### src/rtl/key_count_pkg.sv
// -----------------------------------------------------------------------------
// key_count_pkg
// Shared types and constants for the front-panel BCD counter controller.
//   kc_state_t    : controller FSM states
//   kc_sel_t      : which button won arbitration for the current press
//   BCD_MAX_DIGIT : largest legal value of one BCD nibble
// -----------------------------------------------------------------------------
package key_count_pkg;

    typedef enum logic [1:0] {
        IDLE,
        PRESS_DB,
        APPLY,
        REL_DB
    } kc_state_t;

    typedef enum logic [1:0] {
        SEL_NONE,
        SEL_CLR,
        SEL_UP,
        SEL_DOWN
    } kc_sel_t;

    localparam logic [3:0] BCD_MAX_DIGIT = 4'd9;

endpackage

### src/rtl/bcd_updown_digit.sv
// -----------------------------------------------------------------------------
// bcd_updown_digit
// Combinational single-digit BCD step, chained digit 0 first.
//   digit_i : current digit value (0..9)
//   up_i    : operation is increment
//   down_i  : operation is decrement
//   cin_i   : this digit must step (carry/borrow from the lower digit)
//   next_o  : stepped digit value
//   cout_o  : carry (up 9->0) or borrow (down 0->9) into the next digit
// -----------------------------------------------------------------------------
module bcd_updown_digit
    import key_count_pkg::*;
(
    input  logic [3:0] digit_i,
    input  logic       up_i,
    input  logic       down_i,
    input  logic       cin_i,
    output logic [3:0] next_o,
    output logic       cout_o
);

    always_comb begin
        next_o = digit_i;
        cout_o = 1'b0;
        if (cin_i) begin
            if (up_i) begin
                // >= rather than == so a corrupted nibble still lands on 0
                if (digit_i >= BCD_MAX_DIGIT) begin
                    next_o = 4'd0;
                    cout_o = 1'b1;
                end else begin
                    next_o = digit_i + 4'd1;
                end
            end else if (down_i) begin
                if (digit_i == 4'd0) begin
                    next_o = BCD_MAX_DIGIT;
                    cout_o = 1'b1;
                end else begin
                    next_o = digit_i - 4'd1;
                end
            end
        end
    end

endmodule

### src/rtl/key_count_ctrl.sv
// -----------------------------------------------------------------------------
// key_count_ctrl
// Front-panel controller: synchronises and debounces three active-low buttons
// (up, down, clear), arbitrates them (CLR > UP > DOWN) and applies exactly one
// BCD count operation per debounced press.
//   clock      : system clock
//   reset_n    : asynchronous active-low reset
//   key_up_n   : raw up button, low = pressed, asynchronous
//   key_down_n : raw down button, low = pressed, asynchronous
//   key_clr_n  : raw clear button, low = pressed, asynchronous
//   enable     : presses accepted only while high (checked in IDLE only)
//   bcd        : DIGITS-wide BCD count, digit 0 in [3:0]
//   evt        : one-cycle pulse when bcd is updated
//   wrap       : one-cycle pulse with evt on up max->0 or down 0->max
//   busy       : high whenever the FSM is not in IDLE
// -----------------------------------------------------------------------------
module key_count_ctrl
    import key_count_pkg::*;
#(
    parameter int DIGITS          = 2,
    parameter int DEBOUNCE_CYCLES = 500000,
    parameter int DB_W            = $clog2(DEBOUNCE_CYCLES)
) (
    input  logic                  clock,
    input  logic                  reset_n,
    input  logic                  key_up_n,
    input  logic                  key_down_n,
    input  logic                  key_clr_n,
    input  logic                  enable,
    output logic [4*DIGITS-1:0]   bcd,
    output logic                  evt,
    output logic                  wrap,
    output logic                  busy
);

    localparam logic [DB_W-1:0] DB_LAST = DB_W'(DEBOUNCE_CYCLES - 1);

    // Key vectors are ordered {clr, up, down}
    logic [2:0]          sync1_q;
    logic [2:0]          sync2_q;
    kc_state_t           state_q;
    kc_sel_t             sel_q;
    logic [DB_W-1:0]     db_cnt_q;
    logic [4*DIGITS-1:0] bcd_q;
    logic                evt_q;
    logic                wrap_q;
    logic                busy_q;

    // Two-flop synchroniser; released (high) level out of reset
    always_ff @(posedge clock or negedge reset_n) begin
        if (!reset_n) begin
            sync1_q <= 3'b111;
            sync2_q <= 3'b111;
        end else begin
            sync1_q <= {key_clr_n, key_up_n, key_down_n};
            sync2_q <= sync1_q;
        end
    end

    // Synced level of the button that owns the current sequence
    logic sel_key_n;
    always_comb begin
        case (sel_q)
            SEL_CLR:  sel_key_n = sync2_q[2];
            SEL_UP:   sel_key_n = sync2_q[1];
            SEL_DOWN: sel_key_n = sync2_q[0];
            default:  sel_key_n = 1'b1;
        endcase
    end

    // Ripple BCD step: digit 0 always steps, higher digits on carry/borrow
    logic                step_up;
    logic                step_down;
    logic [DIGITS:0]     carry;
    logic [4*DIGITS-1:0] bcd_stepped;

    assign step_up   = (sel_q == SEL_UP);
    assign step_down = (sel_q == SEL_DOWN);
    assign carry[0]  = 1'b1;

    genvar gi;
    generate
        for (gi = 0; gi < DIGITS; gi++) begin : g_digit
            bcd_updown_digit u_digit (
                .digit_i (bcd_q[4*gi +: 4]),
                .up_i    (step_up),
                .down_i  (step_down),
                .cin_i   (carry[gi]),
                .next_o  (bcd_stepped[4*gi +: 4]),
                .cout_o  (carry[gi+1])
            );
        end
    endgenerate

    // Controller FSM with registered outputs
    always_ff @(posedge clock or negedge reset_n) begin
        if (!reset_n) begin
            state_q  <= IDLE;
            sel_q    <= SEL_NONE;
            db_cnt_q <= '0;
            bcd_q    <= '0;
            evt_q    <= 1'b0;
            wrap_q   <= 1'b0;
            busy_q   <= 1'b0;
        end else begin
            evt_q  <= 1'b0;
            wrap_q <= 1'b0;
            case (state_q)
                IDLE: begin
                    if (enable && (sync2_q != 3'b111)) begin
                        if (!sync2_q[2])      sel_q <= SEL_CLR;
                        else if (!sync2_q[1]) sel_q <= SEL_UP;
                        else                  sel_q <= SEL_DOWN;
                        db_cnt_q <= '0;
                        state_q  <= PRESS_DB;
                        busy_q   <= 1'b1;
                    end
                end
                PRESS_DB: begin
                    if (sel_key_n) begin
                        // Released before the debounce window closed: a bounce
                        state_q <= IDLE;
                        busy_q  <= 1'b0;
                    end else if (db_cnt_q == DB_LAST) begin
                        state_q <= APPLY;
                    end else begin
                        db_cnt_q <= db_cnt_q + 1'b1;
                    end
                end
                APPLY: begin
                    if (sel_q == SEL_CLR) begin
                        bcd_q  <= '0;
                        wrap_q <= 1'b0;
                    end else begin
                        bcd_q  <= bcd_stepped;
                        wrap_q <= carry[DIGITS];
                    end
                    evt_q    <= 1'b1;
                    db_cnt_q <= '0;
                    state_q  <= REL_DB;
                end
                REL_DB: begin
                    if (!sel_key_n) begin
                        db_cnt_q <= '0;
                    end else if (db_cnt_q == DB_LAST) begin
                        state_q <= IDLE;
                        busy_q  <= 1'b0;
                    end else begin
                        db_cnt_q <= db_cnt_q + 1'b1;
                    end
                end
                default: begin
                    state_q <= IDLE;
                    busy_q  <= 1'b0;
                end
            endcase
        end
    end

    assign bcd  = bcd_q;
    assign evt  = evt_q;
    assign wrap = wrap_q;
    assign busy = busy_q;

endmodule
### config.mk
export PLATFORM = sky130hd
export DESIGN_NAME = key_count_ctrl
export DESIGN_NICKNAME = d
export VERILOG_FILES = /design/src/rtl/key_count_pkg.sv /design/src/rtl/bcd_updown_digit.sv /design/src/rtl/key_count_ctrl.sv
export SDC_FILE = /design/constraint.sdc
export NUM_CORES = 1
export LEC_CHECK = 0
export CORE_MARGIN = 1
export CORE_UTILIZATION = 50
export CTS_CLUSTER_SIZE = 12
export DETAILED_ROUTE_END_ITERATION = 7
export PLACE_DENSITY = 0.76
export SYNTH_ARGS = -nofsm -noshare
export SYNTH_HDL_FRONTEND = slang
export SYNTH_SLANG_ARGS = --single-unit
### constraint.sdc
create_clock -name clock -period 3.33 [get_ports clock]
set_input_delay 0.666 -clock clock [delete_from_list [all_inputs] [get_ports clock]]
set_output_delay 0.666 -clock clock [all_outputs]
set_load 0.03 [all_outputs]
After elaboration in Yosys (flattened, before gate mapping)
Index checks and enable logic that the tools add are counted.
{"block": "totals", "regBits": 40, "inputBits": 6, "out_inout_bits": 11}
{"block": "op_classes", "n_addsub": 5, "order_cmp": 2, "n_eq_ne": 14, "mux": 41, "n_reduce_logical": 13}
{"operator": "$mux W19", "n": 4}
{"operator": "$pmux W19 S4", "n": 1}
{"operator": "$mux W4", "n": 9}
{"operator": "$add A19 B1 Y19 const B", "n": 1}
{"operator": "$eq A19 B19 Y1 const B", "n": 1}
{"operator": "$mux W1", "n": 17}
{"operator": "$mux W2", "n": 6}
{"operator": "$ne A2 B2 Y1 const B", "n": 5}
{"operator": "$add A4 B1 Y4 const B", "n": 2}
{"operator": "$eq A2 B2 Y1 const B", "n": 4}
{"operator": "$ge A4 B4 Y1 const B", "n": 2}
{"operator": "$logic_not A4 Y1", "n": 2}
{"operator": "$mux W8", "n": 1}
{"operator": "$pmux W2 S4", "n": 1}
{"operator": "$sub A4 B1 Y4 const B", "n": 2}
{"operator": "$ne A3 B3 Y1 const B", "n": 2}
{"operator": "$pmux W1 S3", "n": 2}
{"operator": "$reduce_and A2 Y1", "n": 3}
{"operator": "$reduce_bool A3 Y1", "n": 2}
{"operator": "$reduce_and A5 Y1", "n": 1}
{"operator": "$eq A2 B1 Y1 const B", "n": 2}
{"operator": "$reduce_and A4 Y1", "n": 1}
{"operator": "$reduce_and A3 Y1", "n": 1}
{"operator": "$logic_not A2 Y1", "n": 1}
{"operator": "2 further kinds", "n": 2}

Longest topological paths before layout
Gate-level depths: netlist of the first run.
{"block": "logic_depth", "depth_word": 7, "ltp_mapped": 10}

Hierarchy
From an unflattened synthesis of the first run, not the netlist that was laid out.
{"block": "hier_totals", "hier_cells": 295, "area_unflattened_um2": 2686.3}
{"module": "key_count_ctrl", "n_inst": 1, "cells_per_inst": 213, "area_per_inst_um2": 2138.3, "seq_area_each_um2": 1008.5}
{"module": "bcd_updown_digit", "n_inst": 2, "cells_per_inst": 41, "area_per_inst_um2": 274.0, "seq_area_each_um2": 0.0}

Worst setup path after synthesis of the first run
Ideal clock, no wire load.
{"block": "synth_timing", "path_type": "register to register", "startpoint": "register bcd_q[0], in the netlist bcd[0]", "endpoint": "register bcd_q[6], in the netlist bcd[6]", "setup_time_ns": 0.125, "arrival_time_ns": 1.957, "required_ns": 3.205, "slack_ns": 1.249, "path_stages_with_launch": 7, "n_path_buf": 0, "synth_period_minus_slack_ns": 2.081, "path_cell_list": "dfrtp_1 -> inv_1 -> ha_1 -> or3b_1 -> nand3_1 -> a21oi_1 -> mux2_2"}
{"block": "synth_via", "elab_chain_cells": 6, "elab_cells_between_ends": 8, "classes_between": "order compare: 1; mux: 4; reduce/logical: 3"}
{"item": "from (decl)", "line": "key_count_ctrl.sv:44", "rtl": "logic [4*DIGITS-1:0] bcd_q;"}
{"item": "from (signal assigned)", "line": "key_count_ctrl.sv:135", "rtl": "bcd_q <= bcd_stepped;"}
{"item": "parallel branches: the longest is 3 deep, another holds $ge A4 B4 Y1"}
{"item": "$mux W1 *", "line": "bcd_updown_digit.sv:26", "rtl": "if (up_i) begin"}
{"item": "$reduce_bool A2 Y1 (no line) *"}
{"item": "$reduce_and A3 Y1 (no line) *"}
Every way passes the cells marked *.
A chain may end at the register's enable or synchronous reset.

Final worst setup path of the first run
{"block": "layout_timing", "startpoint": "input enable", "endpoint": "register db_cnt_q[3]"}
{"block": "layout_via", "elab_chain_cells": 3}
{"item": "from (decl)", "line": "key_count_ctrl.sv:29", "rtl": "input logic enable,"}
{"item": "$logic_and A1 B1 Y1", "line": "key_count_ctrl.sv:110", "rtl": "if (enable && (sync2_q != 3'b111)) begin"}
{"item": "$ne A2 B2 Y1 (no line)"}
{"item": "$reduce_and A2 Y1 (no line)"}
{"item": "to (signal assigned)", "line": "key_count_ctrl.sv:127", "rtl": "db_cnt_q <= db_cnt_q + 1'b1;"}
{"item": "to (signal assigned)", "line": "key_count_ctrl.sv:149", "rtl": "db_cnt_q <= db_cnt_q + 1'b1;"}
{"item": "to (decl)", "line": "key_count_ctrl.sv:43", "rtl": "logic [DB_W-1:0] db_cnt_q;"}
Every way passes these cells.

==> qor.csv, run 1 <==
metric,value,unit
Setup CP Type,in2reg,
total wire length,5.34,mm
Required @ worst endpoint,3.55,ns
multi-input logic area,0.00138,mm2
Synthesized Nets,298,
# H-tree levels,2,
Syn Inst Count,280,
Startpoint Class,input port,
Clock Latency Late Sink,0.29,ns
critical path arrival,2.63,ns
P_sw,0.000189,W
Syn Area/Cell,9.04,um2
slowest CP cell,or4_1,
Num CTS Buffers,5,
Seq cells post-synth,40,
combinational power share,2.0,%
Resized cells post-CTS,0,
post-layout util,58.2,%
# IOs,17,
CP peak stage delay,0.57,ns
Power Internal,0.000663,W
Vert. Die Dim,73.2,um
routed vias,2189,
Leak,1.14,nW
warnings from Yosys,0,
max-slew violations,0,
pin slew with the least headroom to its limit,1.09,ns
endpoints failing setup,0,
sw frac,22.2,%
largest net degree at the start of global routing,41,
"Cell Chain, Critical Path",clkdlybuf4s50_1 > inv_1 > o21ai_1 > o21ai_2 > or4_1 > a21oi_1,
PD cells,306,mW/mm2
"top cells by area, synth","dfrtp_1, dfstp_2, ha_1",
GPL Wtd Cong,0.868,
Clock power frac,40.0,%
status,"finished, final reports clean",
Filler cells,438,
Post-synth ARST share,100,%
FP Rows,25,
vias in the first global route,2001,
Rel. slew slack,27.2,%
post-cts hold buffer count,0,
Area Growth Syn to Fin,10.1,%
Post-route DRC,0,
routed wire length per instance,15.0,um
first-pass GRT wire length,9.14,mm
initial antenna violation count,0,
final antenna diode count,0,
gr usage total,21.9,%
synthesized cell area,0.00253,mm2
clock sink count,40,
Routed Antenna Nets,0,
Clock Skew,0.00317,ns
final cycle utilization of the critical path,72.6,%
clk buf depth,2,
unrepaired setup endpoints after global routing,no,
most frequent cell after synthesis,dfrtp_1,
worst hold path type,reg2reg,
Seq. cell area,0.00101,mm2
Synth area leader,dfrtp_1,
grt ovf,0,
"Seq/Total Area, Yosys",39.8,%
vias per cell,6.13,
fmax,414,MHz
"Primary FF master, synth",dfrtp_1,
Max IR drop VDD,0.227,mV
crit path time final,2.42,ns
Die Area,0.00535,mm2
Worst setup EP type,flop,
Root Driver,clkbuf_8,
core box area,0.00479,mm2
number of buffers added for setup after CTS,0,
synth unique cells,56,
Pre-antenna DRT Iters,5,
Final nets,307,
initial DRC count,124,
Final Hold Viols,0,
layout cells sized above 1,8.28,%
IO Port Bufs,16,
Max-Cap Viols,0,
register share of total power,58.0,%
pre-CTS setup slack,0.610,ns
top cell type's share of synthesized area,33.6,%
Post-synth EDFFs,0,
Synth top cells by count,"dfrtp_1, a21oi_1, nand2_1",
CTS tree,done,
setup TNS,0,ns
Initial Util,52.9,%
crit path max fanout,31,
clock slew at reported path FFs,0.08,ns
die width,73.2,um
Final WS setup,0.913,ns
DP Wirelength,3.57,mm
area by class of cell:
cell class                 instances  share of cell area, %
multi-input combinational        209                   49.5
inverter                          16                   2.15
clock inverter                     2                  0.359
timing repair buffer              17                   5.83
tap                               67                   3.01
clock buffer                       6                   2.96
sequential                        40                   36.2
cells by family after synthesis:
kind of cell	after synthesis	synth area share, %
flops	40	39.8
simple gates	97	22.0
mux	3	1.28
xor+xnor	1	0.346
buf+inv	31	5.68
fa+ha+maj	12	5.93
compound gates	96	24.9
routing by layer:
metal	wire, um	vias up	track usage (%)
met4	45	0	6.97
met2	2460	46	35.5
li1	-	1086	-
met5	0	-	0
met1	2640	1052	29.5
met3	191	5	4.28
layout by cell type, fill, tap and decap left out, types with 7 or more instances in the layout:
cell             Yosys  final
nor2_1               9      9
o31ai_1             11     11
nand4_1              7      7
inv_1               16     16
ha_1                12     12
clkdlybuf4s50_1      0     15
nand2_1             20     20
a21oi_1             26     26
dfrtp_1             34     34
or4_1               10     10
o21ai_1              9      9
o21ai_0             13     13
nand3_1             12     12
final timing paths:
kind / start / endpoint / cells after the start / slack [ns]
worst max-delay path: enable / db_cnt_q[3] / 6 / 0.91
worst min-delay path: sync1_q[2] / sync2_q[2] / 0 / 0.36
worst max register to register: sel_q[0] / db_cnt_q[13] / 5 / 0.97
worst min register to register: sync1_q[2] / sync2_q[2] / 0 / 0.36
max in group asynchronous: reset_n / db_cnt_q[15] / 1 / 2.28
min in group asynchronous: reset_n / bcd[2] / 1 / 0.50
power by group through the flow:
stage / combinational (W) / clock (W) / sequential [W]
5_1_grt: 0.0000200 / 0.000367 / 0.000495
6_report: 0.0000169 / 0.000341 / 0.000495
3_5_place_dp: 0.0000177 / 0 / 0.000504
2_1_floorplan: 0.00000221 / 0 / 0.000503
3_3_place_gp: 0.0000175 / 0 / 0.000504
4_1_cts: 0.0000178 / 0.000348 / 0.000494
sequential cells by signal, summed over array words and instances (netlist names), named ones only:
register / cells
evt: 1
db_cnt_q: 19
state_q: 1
bcd: 8
sync2_q: 3
busy: 1
wrap: 1
sync1_q: 3
sel_q: 2
metrics by stage:
step	power, W	cells	hold slack, ns	cell area, um2
3_5_place_dp	0.000522	349	0.347	2700
3_3_place_gp	0.000521	349	0.345	2700
5_1_grt	0.000883	357	0.363	2790
6_report	0.000852	357	0.357	2790
4_1_cts	0.000861	357	0.358	2790
2_1_floorplan	0.000506	280	0.345	2530
worst max-delay path, delay by kind of cell:
| family | cells | cell delay, ns |
|---|---|---|
| AOI/OAI and AO/OA | 3 | 0.86 |
| buffers and inverters | 2 | 0.52 |
| and+or+nand+nor | 1 | 0.57 |
(Power assumes the default switching activity.)
==> inputs of run 2 (changes only) <==
Settings changed: PLACE_DENSITY 0.76 to 0.79.
Clock period 3.33 ns to 2.1 ns, I/O delays scaled along.
==> run 2 against run 1 <==
Against the previous run: non-clock buffer count increased by 28; sequential power increased by 58%; sequential cell count unchanged; combinational power increased by 99%; first-iteration DRC count increased by 19%; routed wire length increased by 4.9%; register-to-register slack got worse by 0.87 ns; via count increased by 5.6%; critical endpoint is now db_cnt_q[14].
==> qor.csv, run 2 (synthesis gave the netlist of run 1 again) <==
metric,value,unit
status,"finished, final reports clean",
combinational power share,2.5,%
worst hold path type,in2async,
largest net degree at the start of global routing,41,
gr usage total,23.9,%
register share of total power,59.0,%
max reg flops,19,
Root Driver,clkbuf_8,
"Cell Chain, Critical Path",ha_1 > and3_1 > and4_4 > and2_4 > or4_1 > a21oi_1,
Post-route DRC,0,
Pre-antenna DRT Iters,4,
CTS tree,done,
vias per cell,6.00,
clock slew at reported path FFs,0.08,ns
layout cells sized above 1,17.0,%
number of buffers added for setup after CTS,0,
# IOs,17,
Final nets,335,
Vert. Die Dim,73.2,um
Area Growth Syn to Fin,18.8,%
Final WS setup,0.101,ns
crit path time final,2.00,ns
pre-CTS setup slack,-0.0985,ns
final cycle utilization of the critical path,95.2,%
critical path arrival,2.21,ns
Leak,1.29,nW
final antenna diode count,0,
first-pass GRT wire length,9.83,mm
Clock Latency Late Sink,0.30,ns
routed wire length per instance,14.5,um
clk buf depth,2,
"commonest non-fill, non-tap cell in the layout",dfrtp_1,
setup TNS,0,ns
Clock power frac,38.5,%
crit path max fanout,27,
Max IR drop VDD,0.431,mV
"commonest cells after routing, fill and taps aside","dfrtp_1, buf_4, a21oi_1, nand2_1, inv_1",
Rel. slew slack,66.0,%
Clock Skew,0.0107,ns
routed vias,2311,
DP Wirelength,3.94,mm
grt ovf,0,
Setup CP Type,reg2reg,
pin slew with the least headroom to its limit,0.508,ns
initial antenna violation count,0,
FP Rows,25,
Power Internal,0.00102,W
IO Port Bufs,16,
PD cells,441,mW/mm2
Routed Antenna Nets,0,
max-slew violations,0,
initial DRC count,148,
total wire length,5.60,mm
# H-tree levels,2,
Initial Util,52.9,%
P_sw,0.000303,W
endpoints failing setup,0,
post-cts hold buffer count,0,
"delay-heaviest family, CP",simple AND/OR/NAND/NOR gates,
core box area,0.00479,mm2
sw frac,22.8,%
Final Hold Viols,0,
Max-Cap Viols,0,
clock sink count,40,
Startpoint Class,flop,
CP peak stage delay,0.52,ns
Num CTS Buffers,5,
vias in the first global route,2189,
"Buf+Inv Stages, Crit Path",0,
Worst setup EP type,flop,
unrepaired setup endpoints after global routing,no,
die width,73.2,um
Largest Register,db_cnt_q,
Required @ worst endpoint,2.31,ns
slowest CP cell,or4_1,
Die Area,0.00535,mm2
GPL Wtd Cong,0.903,
fmax,500,MHz
-- run 2: final cells by class --
| class | instances | area, um2 |
|---|---|---|
| Inverter | 16 | 60.1 |
| Clock buffer | 5 | 68.8 |
| Timing Repair Buffer | 45 | 373 |
| Clock inverter | 3 | 18.8 |
| Fill cell | 411 | 1780 |
| Tap cell | 67 | 83.8 |
| Sequential cell | 40 | 1010 |
| Multi-Input combinational cell | 209 | 1400 |
-- run 2: routing by layer --
metal | vias to the layer above | share of wire, % | GRT usage, %
met4 | 0 | 2.0 | 8.71
met3 | 11 | 3.2 | 5.11
met5 | - | 0 | 0
met1 | 1117 | 47 | 31.5
li1 | 1141 | - | -
met2 | 42 | 47 | 38.7
-- run 2: final timing paths --
path	slack, ns	end	start	depth (start not counted)
min in group clock	0.36	sync2_q[2]	sync1_q[2]	0
hold / removal	0.16	async pin	reset_n	2
hold reg to reg	0.36	sync2_q[2]	sync1_q[2]	0
max in group asynchronous	1.58	db_cnt_q[3]	reset_n	2
setup reg to reg	0.10	db_cnt_q[14]	db_cnt_q[0]	6
setup / recovery	0.10	db_cnt_q[14]	db_cnt_q[0]	6
-- run 2: per-stage QoR --
step / utilization (%) / instance area (um2) / power [W] / hold slack [ns] / cells
finish: 62.8 / 3010 / 0.00133 / 0.165 / 385
global route: 62.8 / 3010 / 0.00138 / 0.220 / 385
CTS: 62.7 / 3000 / 0.00135 / 0.183 / 385
detailed placement: 60.7 / 2910 / 0.000833 / 0.348 / 377
global placement: 60.7 / 2910 / 0.000832 / 0.346 / 377
floorplan: - / 2530 / 0.000802 / 0.124 / 280
-- run 2: power groups by stage --
stage	Sequential, W	Combinational, W	Clock, W
after floorplan	0.000798	0.00000351	0
final	0.000783	0.0000337	0.000511
after global placement	0.000797	0.0000347	0
after CTS	0.000783	0.0000351	0.000527
after global routing	0.000784	0.0000388	0.000555
after detailed placement	0.000798	0.0000350	0
-- run 2: what timing repair did --
action,4_1_cts,5_1_grt
endpoints found under the hold margin,0,0
setup endpoints to repair,1,3
resized for setup,1,2
==> inputs of run 3 (changes only) <==
Settings changed: SLEW_MARGIN set to 0.
==> results of run 3 <==
Final layout, timing and power as in run 2 (identical DEF).
